[config.mk]
export PLATFORM = sky130hd
export DESIGN_NAME = pnu_serial_tx_flat
export DESIGN_NICKNAME = d
export VERILOG_FILES = /design/src/rtl/pnu_serial_tx_if.sv /design/src/rtl/pnu_serial_tx.sv /design/src/flat_wrapper.sv
export SDC_FILE = /design/constraint.sdc
export NUM_CORES = 1
export LEC_CHECK = 0
export BUFFER_PORTS_ARGS = -buffer_cell sky130_fd_sc_hd__buf_2
export CAP_MARGIN = 40
export CELL_PAD_IN_SITES_DETAIL_PLACEMENT = 0
export CELL_PAD_IN_SITES_GLOBAL_PLACEMENT = 1
export CORE_MARGIN = 2
export CORE_UTILIZATION = 43
export DETAILED_ROUTE_END_ITERATION = 8
export PLACE_DENSITY = 0.82
export RECOVER_POWER = 25
export SYNTH_ARGS = -nofsm -noshare
export SYNTH_HDL_FRONTEND = slang
export SYNTH_SLANG_ARGS = --single-unit
[constraint.sdc]
create_clock -name clock -period 2.4 [get_ports clock]
set_input_delay 0.36 -clock clock [delete_from_list [all_inputs] [get_ports clock]]
set_output_delay 0.36 -clock clock [all_outputs]
set_load 0.005 [all_outputs]
[src/rtl/pnu_serial_tx_if.sv]
// Parallel producer handshake for pnu_serial_tx: a word plus a valid/ready pair.
// The producer drives the master modport; the transmitter takes the slave modport.
interface pnu_serial_tx_if #(
  parameter int WIDTH = 8
);
  logic [WIDTH-1:0] data_in;
  logic             tx_valid;
  logic             tx_ready;

  modport master (
    output data_in,
    output tx_valid,
    input  tx_ready
  );

  modport slave (
    input  data_in,
    input  tx_valid,
    output tx_ready
  );
endinterface

[src/rtl/pnu_serial_tx.sv]
// Framed parallel-to-serial transmitter: start(0), WIDTH data bits LSB first, stop(1).
// Define PNU_TX_PARITY_EN to insert an even-parity bit between the data bits and the stop bit.
module pnu_serial_tx #(
  parameter int WIDTH        = 8,
  parameter int CLKS_PER_BIT = 4
) (
  input  logic             clock,
  input  logic             reset,
  pnu_serial_tx_if.slave   bus,
  output logic             tx_out,
  output logic             busy,
  output logic             done
);

  localparam int CW = (CLKS_PER_BIT > 1) ? $clog2(CLKS_PER_BIT) : 1;
  localparam int BW = $clog2(WIDTH + 1);
  localparam logic [CW-1:0] CLK_LAST = CW'(CLKS_PER_BIT - 1);
  localparam logic [BW-1:0] BIT_LAST = BW'(WIDTH - 1);

`ifdef PNU_TX_PARITY_EN
  typedef enum logic [2:0] {IDLE, START, DATA, PARITY, STOP} state_t;
`else
  typedef enum logic [1:0] {IDLE, START, DATA, STOP} state_t;
`endif

  state_t           state_q, state_d;
  logic [CW-1:0]    clk_cnt_q, clk_cnt_d;
  logic [BW-1:0]    bit_cnt_q, bit_cnt_d;
  logic [WIDTH-1:0] shift_q, shift_d;
  logic             tx_q, tx_d;
  logic             ready_q, ready_d;
  logic             busy_q, busy_d;
  logic             done_q, done_d;
  logic             clk_term;
`ifdef PNU_TX_PARITY_EN
  logic             parity_q, parity_d;
`endif

  assign clk_term     = (clk_cnt_q == CLK_LAST);
  assign tx_out       = tx_q;
  assign busy         = busy_q;
  assign done         = done_q;
  assign bus.tx_ready = ready_q;

  // The line value for the next cycle is decided here and registered, so tx_out
  // changes on the same edge that moves the FSM into a new bit period.
  always_comb begin
    // NOTE: every variable gets a default first so no path leaves it unassigned
    // (an unassigned path in always_comb would infer a latch).
    state_d   = state_q;
    clk_cnt_d = clk_cnt_q;
    bit_cnt_d = bit_cnt_q;
    shift_d   = shift_q;
    tx_d      = tx_q;
    ready_d   = ready_q;
    busy_d    = busy_q;
    done_d    = 1'b0;
`ifdef PNU_TX_PARITY_EN
    parity_d  = parity_q;
`endif

    if (state_q != IDLE) begin
      clk_cnt_d = clk_term ? '0 : clk_cnt_q + CW'(1);
    end

    case (state_q)
      IDLE: begin
        tx_d = 1'b1;
        if (bus.tx_valid && ready_q) begin
          state_d   = START;
          shift_d   = bus.data_in;
          clk_cnt_d = '0;
          bit_cnt_d = '0;
          tx_d      = 1'b0;
          ready_d   = 1'b0;
          busy_d    = 1'b1;
`ifdef PNU_TX_PARITY_EN
          parity_d  = ^bus.data_in;
`endif
        end
      end

      START: begin
        if (clk_term) begin
          state_d = DATA;
          tx_d    = shift_q[0];
        end
      end

      DATA: begin
        if (clk_term) begin
          shift_d   = shift_q >> 1;
          bit_cnt_d = bit_cnt_q + BW'(1);
          if (bit_cnt_q == BIT_LAST) begin
`ifdef PNU_TX_PARITY_EN
            state_d = PARITY;
            tx_d    = parity_q;
`else
            state_d = STOP;
            tx_d    = 1'b1;
`endif
          end else begin
            tx_d = shift_d[0];
          end
        end
      end

`ifdef PNU_TX_PARITY_EN
      PARITY: begin
        if (clk_term) begin
          state_d = STOP;
          tx_d    = 1'b1;
        end
      end
`endif

      STOP: begin
        if (clk_term) begin
          state_d = IDLE;
          tx_d    = 1'b1;
          ready_d = 1'b1;
          busy_d  = 1'b0;
          done_d  = 1'b1;
        end
      end

      default: begin
        state_d = IDLE;
        tx_d    = 1'b1;
        ready_d = 1'b1;
        busy_d  = 1'b0;
      end
    endcase
  end

  // Reset is asynchronous so a mid-frame abort returns the line high at once.
  always_ff @(posedge clock or negedge reset) begin
    // NOTE: sequential state uses non-blocking assignments so every register
    // samples pre-edge values, independent of statement order.
    if (!reset) begin
      state_q   <= IDLE;
      clk_cnt_q <= '0;
      bit_cnt_q <= '0;
      shift_q   <= '0;
      tx_q      <= 1'b1;
      ready_q   <= 1'b1;
      busy_q    <= 1'b0;
      done_q    <= 1'b0;
`ifdef PNU_TX_PARITY_EN
      parity_q  <= 1'b0;
`endif
    end else begin
      state_q   <= state_d;
      clk_cnt_q <= clk_cnt_d;
      bit_cnt_q <= bit_cnt_d;
      shift_q   <= shift_d;
      tx_q      <= tx_d;
      ready_q   <= ready_d;
      busy_q    <= busy_d;
      done_q    <= done_d;
`ifdef PNU_TX_PARITY_EN
      parity_q  <= parity_d;
`endif
    end
  end

endmodule

[src/flat_wrapper.sv]
// flat-port wrapper written by rule: the top's interface ports become plain ports
module pnu_serial_tx_flat 
#(
  parameter int WIDTH        = 8,
  parameter int CLKS_PER_BIT = 4
)
  (clock, reset, tx_out, busy, done, bus_data_in, bus_tx_valid, bus_tx_ready);
  pnu_serial_tx_if #(.WIDTH(WIDTH)) bus_i ();
  input  logic clock;
  input  logic reset;
  output logic tx_out;
  output logic busy;
  output logic done;
  input wire logic [$bits(bus_i.data_in)-1:0] bus_data_in;
  input wire logic [$bits(bus_i.tx_valid)-1:0] bus_tx_valid;
  output wire logic [$bits(bus_i.tx_ready)-1:0] bus_tx_ready;
  assign bus_i.data_in = bus_data_in;
  assign bus_i.tx_valid = bus_tx_valid;
  assign bus_tx_ready = bus_i.tx_ready;
  pnu_serial_tx #(.WIDTH(WIDTH), .CLKS_PER_BIT(CLKS_PER_BIT)) u_core (.clock(clock), .reset(reset), .bus(bus_i), .tx_out(tx_out), .busy(busy), .done(done));
endmodule
# Word-level counts from Yosys, hierarchy flattened
# Index checks and enable logic that the tools add are counted.
[totals] input_bits=11 out_inout_bits=4 register_bits=20 wordCells=58
[op_classes] addsub=2 eq_ne=10 reduce_logical=9 mux=29
[op_table] operator="2-to-1 mux 2 bit" n=9
[op_table] operator="2-to-1 mux 8 bit" n=2
[op_table] operator="case mux 8 bit (2 select lines)" n=1
[op_table] operator="2-to-1 mux 1 bit" n=10
[op_table] operator="!= test 2 x 1 -> 1 bit, second input constant" n=5
[op_table] operator="AND reduction 3 bit" n=3
[op_table] operator="2-to-1 mux 4 bit" n=2
[op_table] operator="case mux 2 bit (4 select lines)" n=1
[op_table] operator="case mux 4 bit (2 select lines)" n=1
[op_table] operator="equality test 2 bit, second input constant" n=3
[op_table] operator="nonzero test 2 bit" n=3
[op_table] operator="AND reduction 5 bit" n=1
[op_table] operator="adder 4 x 1 -> 4 bit, second input constant" n=1
[op_table] operator="equality test 4 x 3 -> 1 bit, second input constant" n=1
[op_table] operator="case mux 1 bit (2 select lines)" n=2
[op_table] operator="case mux 1 bit (4 select lines)" n=1
[op_table] operator="adder 2 x 1 -> 2 bit, second input constant" n=1
[op_table] operator="equality test 2 x 1 -> 1 bit, second input constant" n=1
[op_table] operator="logical NOT 2 bit" n=1
[op_table] operator="logical AND 1 bit" n=1

# Depth between registers and ports, before layout
# Gate-level depths: netlist of the first run.
[depth] ltp_word=5 ltp_mapped=6 ltp_nobuf=5

# Least setup slack after synthesis of the first run
# Ideal clock, no wire load.
[synth_path] kind="register -> register" startpoint="register u_core.state_q[0]" endpoint="register u_core.state_q[1]" slack_ns=0.540 t_arrival_ns=1.735 stages_incl_launch_ff=7 setup_time_ns=0.125 synth_period_minus_slack_ns=1.860 t_required_ns=2.275 path_buffers=1 cell_sequence="dfrtp_1 > inv_1 > ha_1 > buf_6 > or3_4 > a221oi_4 > mux2_4"
[synth_between] elab_chain_cells=3 word_cells_on_any_way=11 cone_classes="eq/ne (8); mux (1); reduce/logical (2)"
[synth_rtl] element="from (decl)" line_no="pnu_serial_tx.sv:26" text="state_t state_q, state_d;"
[synth_rtl] element="from (signal assigned)" line_no="pnu_serial_tx.sv:153" text="state_q <= state_d;"
[synth_rtl] element="equality test 2 bit, or another cell as far along" line_no="pnu_serial_tx.sv:66" text="case (state_q)"
[synth_rtl] element="!= test 2 x 1 -> 1 bit (no line)"
[synth_rtl] element="AND reduction 5 bit (no line)"
# Parallel ways exist; a longest one is shown, timed or not.
# A chain may end at the register's enable or synchronous reset.

# Worst setup path in the final report of the first run
# Ends and elaborated chain as after synthesis.

==> metrics.md, run 1 <==
| Metric | Value |
|---|---|
| Status | completed |
| Final net count | 131 |
| Max Fclk | between 0.5 and 0.6 GHz |
| Routed WL per cell | ~15 um |
| Lkg Pwr | around 0.0005 uW |
| Dominant synthesized flop cell | dfrtp_1 |
| Max transition margin | 0.2873 |
| Slew Viols, Final | 0 |
| HP Start | bus_data_in[7] |
| CP Launch Type | flop |
| Crit path max fanout | 6 |
| Final worst setup slack | between 0.4 and 0.5 ns |
| Die X | between 50 and 60 um |
| # fillers | 220 |
| Syn Inst Count | between 90 and 100 |
| Fin crit period | 1.936 ns |
| Remaining global-route overflow | 0 |
| Synth Warn # | 0 |
| H-tree depth | 1 |
| Pwr dens | 441.3 nW/um2 |
| Die area | about 2900 um2 |
| DRT Pass-1 Iters | 4 |
| Worst-Margin Slew | approximately 1.1 ns |
| Largest net degree at the start of global routing | 21 |
| Mapped Area | around 1100 um2 |
| Net Count, Synth | 113 |
| Root Driver | clkbuf_4 |
| GRT Total Usage | 0.1747 |
| Antenna Nets Post-Route | 0 |
| Boundary Pins | 15 |
| Final worst-path cycle share | 0.8067 |
| DR DRC count | 0 |
| Seq. cell area | 503.0 um2 |
| Cell variety after synth | 36 |
| DR iter-0 viols | 8 |
| Fraction of registers with async set or reset after synthesis | 1.000 |
| Core region area | between 2000 and 2500 um2 |
| # setup viols final | 0 |
| Area occupied by multi-input gates | between 500 and 600 um2 |
| Setup_tns | 0 ns |
| Final instance area | between 1000 and 1500 um2 |
| Number of max-cap violations | 0 |
| Unrepaired setup endpoints after global routing | false |
| Die Y | between 50 and 60 um |
| Post-synth EDFFs | 0 |
| Ant diodes | 0 |
| Origin of the worst setup path | u_core.state_q[0] |
| Clock Path Buffers | 2 |
| Total wire length | approximately 2100 um |
| Sequential fraction of the synthesis area | 0.4691 |
| Cell Rows | 18 |
| Post-synth top cells | 18 x dfrtp_1, 9 x o21ai_0, 8 x o21ai_1 |
| Clk sinks | 20 |
| Initial Util | 0.4450 |
| Clk slew on worst S/H paths | roughly 0.10 ns |
| Final hold vios | 0 |
| GP Congestion | 0.7142 |
| Initial antenna violation count | 0 |
| Setup CP Type | flop to flop |
| First-pass GRT wire length | roughly 3500 um |
| Crit path DAT | between 2 and 2.5 ns |
| Number of global-route vias before repair | between 700 and 800 |
| Critical Path End Type | flop |
| DP Worst Slack | 0.5018 ns |
| Placed Area | around 1200 um2 |
| Fraction of layout cells with a size suffix above 1 | 0.2411 |
| Post-synthesis area per instance | around 11 um2 |
| Most common cell in the netlist | dfrtp_1 |
| Clock latency on the worst-skew pair | roughly 0.30 ns |
| Clk_skew | 0.002951 ns |
| Post-DP HPWL | between 1000 and 1500 um |
| Post-synth top area share | 0.4201 |
| I/O Buffers | 14 |
| Leading area contributor after synthesis | dfrtp_1 |
| CTS Buf Count | 3 |
| Area contributors post-synth | dfrtp_1 42%, ha_1 7.0%, mux2i_1 6.5% |
| Peak VDD IR | around 350 uV |
| CP required | between 2 and 3 ns |
| FF+latch count, synth | 20 |
| Vias per Instance | about 5.6 |
| Reg2Reg Launch Point | u_core.state_q[0] |
| Via Count | between 700 and 800 |
| Layout Area Growth over Synthesis | 12.37% |
| Hold Path Class | input port to flop |
| CTS tree | built |
==> path summary, 6_finish.rpt <==
path / slack (ns) / end / depth (start not counted)
worst max-delay path: 0.46 / u_core.state_q[1] / 5
worst min-delay path: 0.29 / u_core.shift_q[7] / 3
worst max register to register: 0.46 / u_core.state_q[1] / 5
worst min register to register: 0.52 / u_core.shift_q[2] / 2
max in group asynchronous: 1.00 / u_core.done / 2
min in group asynchronous: 0.76 / u_core.bit_cnt_q[0] / 2
==> metrics by stage <==
step	hold WS, ns	utilization	cells	total power, uW
after floorplan	0.06441	-	96	361.9
after global placement	0.3352	0.4870	138	378.2
after detailed placement	0.3337	0.4870	138	379.2
after CTS	0.2825	0.5005	142	539.6
after global routing	0.3040	0.5000	142	557.2
final	0.2871	0.5000	142	531.8
==> placed cells by master (no fill, tap or decap), types with 6 or more instances in the layout <==
cell / instances
dfrtp_1: 18
mux2i_1: 7
inv_1: 6
buf_2: 13
o21ai_0: 9
ha_1: 6
o21ai_1: 8
==> final cells by class <==
type	count	share of cell area
inverters	6	0.01869
multi-input cells	65	0.4299
clock buffers	3	0.01869
flip-flops and latches	20	0.4174
well taps	30	0.03115
repair buffers	18	0.08411
==> metal layers <==
| metal | global-route usage | vias up | wire length (um) |
|---|---|---|---|
| met1 | 0.2297 | 392 | 990 |
| met4 | 0.1026 | 0 | 55 |
| li1 | - | 386 | - |
| met2 | 0.2663 | 14 | 986 |
| met3 | 0.03333 | 5 | 72 |
| met5 | 0 | - | 0 |
==> kinds of logic (layout without fill, tap and decap cells) <==
kind of cell	Yosys count	count (layout)	synth area share
simple gates	19	19	0.1120
mux	9	9	0.08985
buf+inv	11	27	0.04784
compound gates	31	31	0.2112
fa+ha+maj	6	6	0.07001
flops	20	20	0.4691
==> power by group <==
| group | switching (uW) | internal (uW) |
|---|---|---|
| combinational | 13.2 | 12.2 |
| sequential | 3.56 | 344 |
| clock | 100 | 58.6 |
==> sequential cells by signal (all words and copies together), names as in the netlist <==
| name | cells |
|---|---|
| u_core.bus.tx_ready | 1 |
| u_core.shift_q | 8 |
| u_core.tx_out | 1 |
| u_core.done | 1 |
| u_core.busy | 1 |
| u_core.clk_cnt_q | 2 |
| u_core.state_q | 2 |
| u_core.bit_cnt_q | 4 |
==> worst max-delay path: stages, from the launching register on <==
cell	delay (ns)
dfrtp_1	0.41
inv_1	0.09
ha_1	0.30
or3_4	0.43
a221oi_4	0.27
mux2_4	0.32
==> timing repair <==
item	4_1_cts	5_1_grt
hold endpoints to repair	18	0
gates resized for setup	0	0
hold buffers	1	0
setup buffers	0	0
Power figures use the tool's default switching activity.
==> run 2: changes to the inputs <==
--- a/config.mk
+++ b/config.mk
@@ -5,14 +5,15 @@
 export SDC_FILE = /design/constraint.sdc
 export NUM_CORES = 1
 export LEC_CHECK = 0
+export ABC_AREA = 1
 export BUFFER_PORTS_ARGS = -buffer_cell sky130_fd_sc_hd__buf_2
 export CAP_MARGIN = 40
 export CELL_PAD_IN_SITES_DETAIL_PLACEMENT = 0
 export CELL_PAD_IN_SITES_GLOBAL_PLACEMENT = 1
 export CORE_MARGIN = 2
-export CORE_UTILIZATION = 43
+export CORE_UTILIZATION = 36
 export DETAILED_ROUTE_END_ITERATION = 8
-export PLACE_DENSITY = 0.82
+export PLACE_DENSITY = 0.78
 export RECOVER_POWER = 25
 export SYNTH_ARGS = -nofsm -noshare
 export SYNTH_HDL_FRONTEND = slang
==> constraint.sdc (replaced) <==
create_clock -name clock -period 1.7 [get_ports clock]
set_input_delay 0.255 -clock clock [delete_from_list [all_inputs] [get_ports clock]]
set_output_delay 0.255 -clock clock [all_outputs]
set_load 0.005 [all_outputs]
==> run 2 against run 1 <==
  * Register-to-register slack worse by 0.30 ns
  * Non-clock buffer count rose by 1
  * Cell area is 4.0% higher
  * Critical path depth is 2 higher
  * Clock power is 150% higher
  * Synthesized cell count grew 44%
  * Routed wire length down 0.24%
==> metrics.md, run 2 <==
| Metric | Value |
|---|---|
| Largest net degree at the start of global routing | 21 (unchanged) |
| Pwr dens | 715.9 nW/um2 (was 441.3 nW/um2) |
| Synth Area in Compound Gates | 0.09261 (was 0.2112) |
| Critical R2R Capture | u_core.state_q[0] (was u_core.state_q[1]) |
| CTS Buf Count | 3 (unchanged) |
| Placed Area | 1187 um2 (was 1174 um2) |
| Die Y | 58.45 um (was 53.94 um) |
| Setup CP Type | flop to flop (unchanged) |
| CP required | 1.91 ns (was 2.60 ns) |
| Area share of xor/xnor cells in the synthesized design | 0 (unchanged) |
| Initial Util | 0.3837 (was 0.4450) |
| Die X | 58.45 um (was 53.94 um) |
| Initial antenna violation count | 0 (unchanged) |
| Crit path max fanout | 12 (was 6) |
| Most common cell in the netlist | nand2_1 (was dfrtp_1) |
| Number of global-route vias before repair | 872 (was 777) |
| Post-DP HPWL | 1555 um (was 1494 um) |
| Clock Path Buffers | 2 (unchanged) |
| # fillers | 290 (was 220) |
| Routed WL per cell | 11.05 um (was 14.82 um) |
| Final worst-path cycle share | 0.9045 (was 0.8067) |
| Via Count | 910 (was 797) |
| Crit path DAT | 1.74 ns (was 2.13 ns) |
| Cell Rows | 19 (was 18) |
| Unrepaired setup endpoints after global routing | false (unchanged) |
| Status | completed (unchanged) |
| Most frequent cells in the layout | 66 x nand2_1, 18 x dfrtp_1, 13 x buf_2 (was 18 x dfrtp_1, 13 x buf_2, 9 x o21ai_0) |
| Clock latency on the worst-skew pair | 0.31 ns (was 0.30 ns) |
| Post-synth top cells | 66 x nand2_1, 18 x dfrtp_1, 12 x inv_1 (was 18 x dfrtp_1, 9 x o21ai_0, 8 x o21ai_1) |
| CP Launch Type | flop (unchanged) |
| GRT Total Usage | 0.1460 (was 0.1747) |
| Simple-gate share of the synthesized area | 0.3025 (was 0.1120) |
| Commonest non-fill, non-tap cell in the layout | nand2_1 (was dfrtp_1) |
| Synth Warn # | 0 (unchanged) |
| Final net count | 177 (was 131) |
| Vias per Instance | 4.789 (was 5.613) |
| Largest Register | u_core.shift_q (unchanged) |
| Boundary Pins | 15 (unchanged) |
| Reg2Reg Launch Point | u_core.state_q[0] (unchanged) |
| Clk sinks | 20 (unchanged) |
| WHS | 0.1851 ns (was 0.2871 ns) |
| Ant diodes | 0 (unchanged) |
| Clk_skew | 0.009216 ns (was 0.002951 ns) |
| Seq. cell area | 503.0 um2 (unchanged) |
| Layout Area Growth over Synthesis | 17.47% (was 12.37%) |
| Peak VDD IR | 422.0 uV (was 348.8 uV) |
| Remaining global-route overflow | 0 (unchanged) |
| Syn Inst Count | 138 (was 96) |
| # setup viols final | 0 (unchanged) |
| Placed Cells incl. Taps | 185 (was 138) |
| Total wire length | 2099 um (was 2104 um) |
| DR iter-0 viols | 16 (was 8) |
| Hold path depth | 3 (unchanged) |
| FF+latch count, synth | 20 (unchanged) |
| Max transition margin | 0.2973 (was 0.2873) |
| Post-synth EDFFs | 0 (unchanged) |
| Die area | 3416 um2 (was 2909 um2) |
| Post-route insts no fill | 190 (was 142) |
| Mux cell area share after synthesis | 0 (was 0.08985) |
| Setup_tns | 0 ns (unchanged) |
| Fin crit period | 1.538 ns (was 1.936 ns) |
| Max reg flops | 8 (unchanged) |
| DRT Pass-1 Iters | 4 (unchanged) |
| Reg2Reg Depth | 7 (was 5) |
| HP Start | bus_data_in[7] (unchanged) |
| Slew Viols, Final | 0 (unchanged) |
| Fraction of layout cells with a size suffix above 1 | 0.1761 (was 0.2411) |
| Worst reg2reg setup slack | 0.16 ns (was 0.46 ns) |
| H-tree depth | 1 (unchanged) |
| Dominant synthesized flop cell | dfrtp_1 (unchanged) |
| Top flop regs | u_core.shift_q (8), u_core.bit_cnt_q (4) (unchanged) |
| Antenna Nets Post-Route | 0 (unchanged) |
| Area contributors post-synth | dfrtp_1 42%, nand2_1 23%, ha_1 7.0% (was dfrtp_1 42%, ha_1 7.0%, mux2i_1 6.5%) |
| Number of max-cap violations | 0 (unchanged) |
| Worst-Margin Slew | 1.054 ns (was 1.069 ns) |
| Sequential fraction of the synthesis area | 0.4713 (was 0.4691) |
| Largest family of logic cells by synthesized area | simple AND/OR/NAND/NOR gates (was compound AO/OA/AOI/OAI gates) |
| Leading area contributor after synthesis | dfrtp_1 (unchanged) |
| Area occupied by multi-input gates | 501.7 um2 (was 518.0 um2) |
| Fraction of registers with async set or reset after synthesis | 1.000 (unchanged) |
| Post-synth top area share | 0.4220 (was 0.4201) |
| Root Driver | clkbuf_4 (unchanged) |
| Max Fclk | 0.6503 GHz (was 0.5165 GHz) |
| Hold EP | u_core.shift_q[7] (unchanged) |
| Net Count, Synth | 155 (was 113) |
| First-pass GRT wire length | 3808 um (was 3532 um) |
| DR DRC count | 0 (unchanged) |
| Core region area | 2781 um2 (was 2410 um2) |
| CTS tree | built (unchanged) |
| Mapped Area | 1067 um2 (was 1072 um2) |
| Clk slew on worst S/H paths | 0.12 ns (was 0.10 ns) |
| Post-synthesis area per instance | 7.734 um2 (was 11.17 um2) |
| I/O Buffers | 14 (unchanged) |
| Hold Path Class | input port to flop (unchanged) |
| Critical Path End Type | flop (unchanged) |
| Adder-cell area share of the yosys netlist | 0.07034 (was 0.07001) |
| Lkg Pwr | 0.0007029 uW (was 0.0004956 uW) |
| Cell variety after synth | 20 (was 36) |
| Final instance area | 1254 um2 (was 1205 um2) |
| GP Congestion | 0.7951 (was 0.7142) |
| Final hold vios | 0 (unchanged) |
[run 2: cell types whose count changed after synthesis, sizes merged, moves of 3 or more]
cell | before | now
inv | 6 | 13
mux2i | 7 | 0
nand2 | 2 | 67
nand3 | 2 | 7
nand3b | 3 | 0
o21ai | 17 | 11
[run 2: power by group]
group          internal, uW  leakage (uW)  switching, uW
combinational          12.4      0.000403           15.7
sequential              476      0.000272              0
clock                   238     0.0000279            155
total                   727      0.000703            171
[run 2: logic make-up (layout without fill, tap and decap cells)]
family | count (synthesis) | after routing
buffers and inverters | 15 | 36
adder cells (fa/ha/maj) | 6 | 6
AO/OA/AOI/OAI | 16 | 16
AND/OR/NAND/NOR | 81 | 81
flip-flops | 20 | 20
[run 2: area by class of cell]
| type | instances | share of cell area |
|---|---|---|
| Sequential cell | 20 | 0.4012 |
| Multi-Input combinational cell | 103 | 0.4002 |
| Timing Repair Buffer | 19 | 0.08683 |
| Inverter | 13 | 0.03892 |
| Tap cell | 31 | 0.03094 |
| Clock inverter | 1 | 0.02395 |
| Clock buffer | 3 | 0.01796 |
[run 2: stage by stage]
step / setup WS (ns) / util / power [uW]
floorplan: 0.3668 / - / 491.8
global placement: 0.1971 / 0.4269 / 512.9
detailed placement: 0.1471 / 0.4269 / 512.9
CTS: 0.1309 / 0.4494 / 915.9
global route: 0.005627 / 0.4507 / 938.6
finish: 0.1623 / 0.4507 / 897.6
[run 2: what timing repair did]
| action | in CTS | in global routing |
|---|---|---|
| buffers inserted | 0 | 0 |
| hold buffers | 1 | 0 |
| hold endpoints to repair | 18 | 0 |
| endpoints found under the setup margin | 0 | 6 |
| gates resized for setup | 0 | 1 |
[run 2: metal layers]
layer | part of all wire | GRT usage
met1 | 0.48 | 0.1899
met2 | 0.46 | 0.2376
met3 | 0.040 | 0.02198
met4 | 0.022 | 0.06977
met5 | 0 | 0
[run 2: critical path, stage by stage (launching register included)]
cell	delay, ns
dfrtp_1	0.41
inv_1	0.08
ha_1	0.25
buf_4	0.20
o21ai_0	0.20
nand3_1	0.17
nand2_1	0.08
nand2_1	0.05
[run 2: worst max-delay path by stage]
stage,end,slack [ns],from,depth (start not counted)
6_report,u_core.state_q[0],0.16,u_core.state_q[0],7
5_1_grt,u_core.shift_q[3],0.006,u_core.state_q[0],7
3_3_place_gp,u_core.state_q[0],0.20,u_core.state_q[0],7
2_1_floorplan,u_core.state_q[0],0.37,u_core.state_q[0],8
3_5_place_dp,u_core.shift_q[2],0.15,u_core.state_q[1],7
4_1_cts,u_core.shift_q[3],0.13,u_core.state_q[1],7
==> run 3: changes to the inputs <==
--- a/config.mk
+++ b/config.mk
@@ -13,6 +13,7 @@
 export CORE_MARGIN = 2
 export CORE_UTILIZATION = 36
 export DETAILED_ROUTE_END_ITERATION = 8
+export GPL_TIMING_DRIVEN = 0
 export PLACE_DENSITY = 0.78
 export RECOVER_POWER = 25
 export SYNTH_ARGS = -nofsm -noshare
==> run 3 against run 2 <==
  * Global-route usage up 0.28 points
  * Sequential share of layout area up 1.2 points
  * Via count down 0.66%
  * First-iteration DRC count up 13%
  * Sequential power about the same
  * Core utilization down 1.3 points
  * Critical endpoint is now u_core.shift_q[0]
  * Highest routed layer unchanged
==> metrics.md, run 3 (synthesis gave the netlist of run 2 again) <==
| Metric | Value |
|---|---|
| Status | completed (unchanged) |
| Clk slew on worst S/H paths | 0.12 ns (about the same) |
| Antenna Nets Post-Route | 0 (unchanged) |
| Commonest non-fill, non-tap cell in the layout | nand2_1 (unchanged) |
| Routed WL per cell | 11.18 um (was 11.05 um) |
| Boundary Pins | 15 (unchanged) |
| Top flop regs | u_core.shift_q (8), u_core.bit_cnt_q (4) (unchanged) |
| H-tree depth | 1 (unchanged) |
| Hold Path Class | input port to flop (unchanged) |
| Unrepaired setup endpoints after global routing | false (unchanged) |
| Most frequent cells in the layout | 66 x nand2_1, 18 x dfrtp_1, 13 x buf_2 (unchanged) |
| Largest stage delay on the critical path | 0.43 ns (was 0.41 ns) |
| DRT Pass-1 Iters | 4 (unchanged) |
| Final net count | 175 (was 177) |
| Critical Path End Type | flop (unchanged) |
| Critical-path cell list | inv_1 -> ha_1 -> inv_1 -> o21ai_1 -> nand2_2 -> buf_6 -> nand2_1 -> o21ai_0 (was inv_1 -> ha_1 -> buf_4 -> o21ai_0 -> nand3_1 -> nand2_1 -> nand2_1) |
| Initial antenna violation count | 0 (unchanged) |
| Clock latency on the worst-skew pair | 0.31 ns (about the same) |
| Final worst-path cycle share | 0.8836 (was 0.9045) |
| Setup_tns | 0 ns (unchanged) |
| Root Driver | clkbuf_4 (unchanged) |
| Seq. cell area | 503.0 um2 (unchanged) |
| Max Fclk | 0.6658 GHz (was 0.6503 GHz) |
| I/O Buffers | 14 (unchanged) |
| Hold path depth | 3 (unchanged) |
| CP Launch Type | flop (unchanged) |
| Most common cell on crit path | inv_1 (was nand2_1) |
| Die area | 3416 um2 (unchanged) |
| Area occupied by multi-input gates | 499.2 um2 (was 501.7 um2) |
| Crit path DAT | 1.70 ns (was 1.74 ns) |
| Layout Area Growth over Synthesis | 13.95% (was 17.47%) |
| Fin crit period | 1.502 ns (was 1.538 ns) |
| Via Count | 904 (was 910) |
| # setup viols final | 0 (unchanged) |
| GRT Total Usage | 0.1488 (was 0.1460) |
| Final instance area | 1216 um2 (was 1254 um2) |
| First-pass GRT wire length | 3919 um (was 3808 um) |
| Placed Area | 1176 um2 (was 1187 um2) |
| Total wire length | 2101 um (was 2099 um) |
| DR DRC count | 0 (unchanged) |
| Setup CP Type | flop to flop (unchanged) |
| GP Congestion | 0.7520 (was 0.7951) |
| Reg2Reg Launch Point | u_core.state_q[0] (unchanged) |
| HP Start | bus_data_in[7] (unchanged) |
| Post-DP HPWL | 1544 um (was 1555 um) |
| Die X | 58.45 um (unchanged) |
| Max transition margin | 0.2697 (was 0.2973) |
| CTS tree | built (unchanged) |
| CTS Buf Count | 3 (unchanged) |
| Initial Util | 0.3837 (unchanged) |
| Reg2Reg Depth | 8 (was 7) |
| Vias per Instance | 4.809 (was 4.789) |
| Crit path max fanout | 10 (was 12) |
| # fillers | 301 (was 290) |
| Number of global-route vias before repair | 937 (was 872) |
| Remaining global-route overflow | 0 (unchanged) |
| Ant diodes | 0 (unchanged) |
| Clk sinks | 20 (unchanged) |
| Fraction of layout cells with a size suffix above 1 | 0.1656 (was 0.1761) |
| Post-CTS Setup Bufs | 0 (unchanged) |
| Worst-Margin Slew | 1.095 ns (was 1.054 ns) |
| Clock Path Buffers | 2 (unchanged) |
| Slew Viols, Final | 0 (unchanged) |
| Largest Register | u_core.shift_q (unchanged) |
| Lkg Pwr | 0.0006798 uW (was 0.0007029 uW) |
| CP required | 1.90 ns (was 1.91 ns) |
| Clk_skew | 0.008160 ns (was 0.009216 ns) |
| Peak VDD IR | 372.9 uV (was 422.0 uV) |
| Pwr dens | 614.9 nW/um2 (was 715.9 nW/um2) |
| Origin of the worst setup path | u_core.state_q[0] (unchanged) |
| Core region area | 2781 um2 (unchanged) |
| Max stage delay cell, worst path | dfrtp_1 (unchanged) |
| Largest net degree at the start of global routing | 21 (unchanged) |
| Number of max-cap violations | 0 (unchanged) |
| Final hold vios | 0 (unchanged) |
| Cell Rows | 19 (unchanged) |
| Die Y | 58.45 um (unchanged) |
| DR iter-0 viols | 18 (was 16) |
| Max reg flops | 8 (unchanged) |
## run 3: critical path, delay by kind of cell (launching register included)
family	cells	cell delay (ns)
flops	1	0.43
buf+inv	3	0.39
compound gates	2	0.22
simple gates	2	0.19
fa+ha+maj	1	0.18
## run 3: report_power, final
group          switching, uW  internal (uW)  total (uW)
sequential                 0            476         476
clock                    152           91.6         243
combinational           16.1           12.5        28.6
## run 3: path summary, 6_finish.rpt
kind,endpoint,slack [ns]
max in group asynchronous,u_core.state_q[0],0.39
worst max register to register,u_core.shift_q[0],0.20
worst min register to register,u_core.bus.tx_ready,0.49
worst min-delay path,u_core.shift_q[7],0.18
min in group asynchronous,u_core.done,0.65
worst max-delay path,u_core.shift_q[0],0.20
## run 3: what timing repair did
| action | in CTS | in global routing |
|---|---|---|
| gates resized for setup | 0 | 2 |
| hold buffers | 1 | 0 |
| endpoints found under the setup margin | 0 | 5 |
| hold endpoints to repair | 18 | 0 |
## run 3: per-layer routing
layer,track usage,vias up,routed length (um)
li1,-,475,-
met3,0.02198,4,74
met1,0.1832,410,992
met4,0.07309,0,39
met5,0,-,0
met2,0.2536,15,994
## run 3: final cells by class
| type | count | area share |
|---|---|---|
| flip-flops and latches | 20 | 0.4136 |
| multi-input cells | 103 | 0.4105 |
| repair buffers | 15 | 0.06481 |
| inverters | 13 | 0.04218 |
| well taps | 31 | 0.03189 |
| clock buffers | 4 | 0.02160 |
| plain buffers | 2 | 0.01543 |
## run 3: stage by stage
| step | total power (uW) | setup WS, ns | hold slack, ns | util | instances |
|---|---|---|---|---|---|
| 2_1_floorplan | 491.8 | 0.3668 | -0.04059 | - | 138 |
| 3_3_place_gp | 512.5 | 0.1818 | 0.2290 | 0.4229 | 183 |
| 3_5_place_dp | 513.2 | 0.1572 | 0.2352 | 0.4229 | 183 |
| 4_1_cts | 756.0 | 0.1381 | 0.1819 | 0.4359 | 188 |
| 5_1_grt | 779.7 | 0.04248 | 0.1854 | 0.4372 | 188 |
| 6_report | 747.9 | 0.1979 | 0.1841 | 0.4372 | 188 |
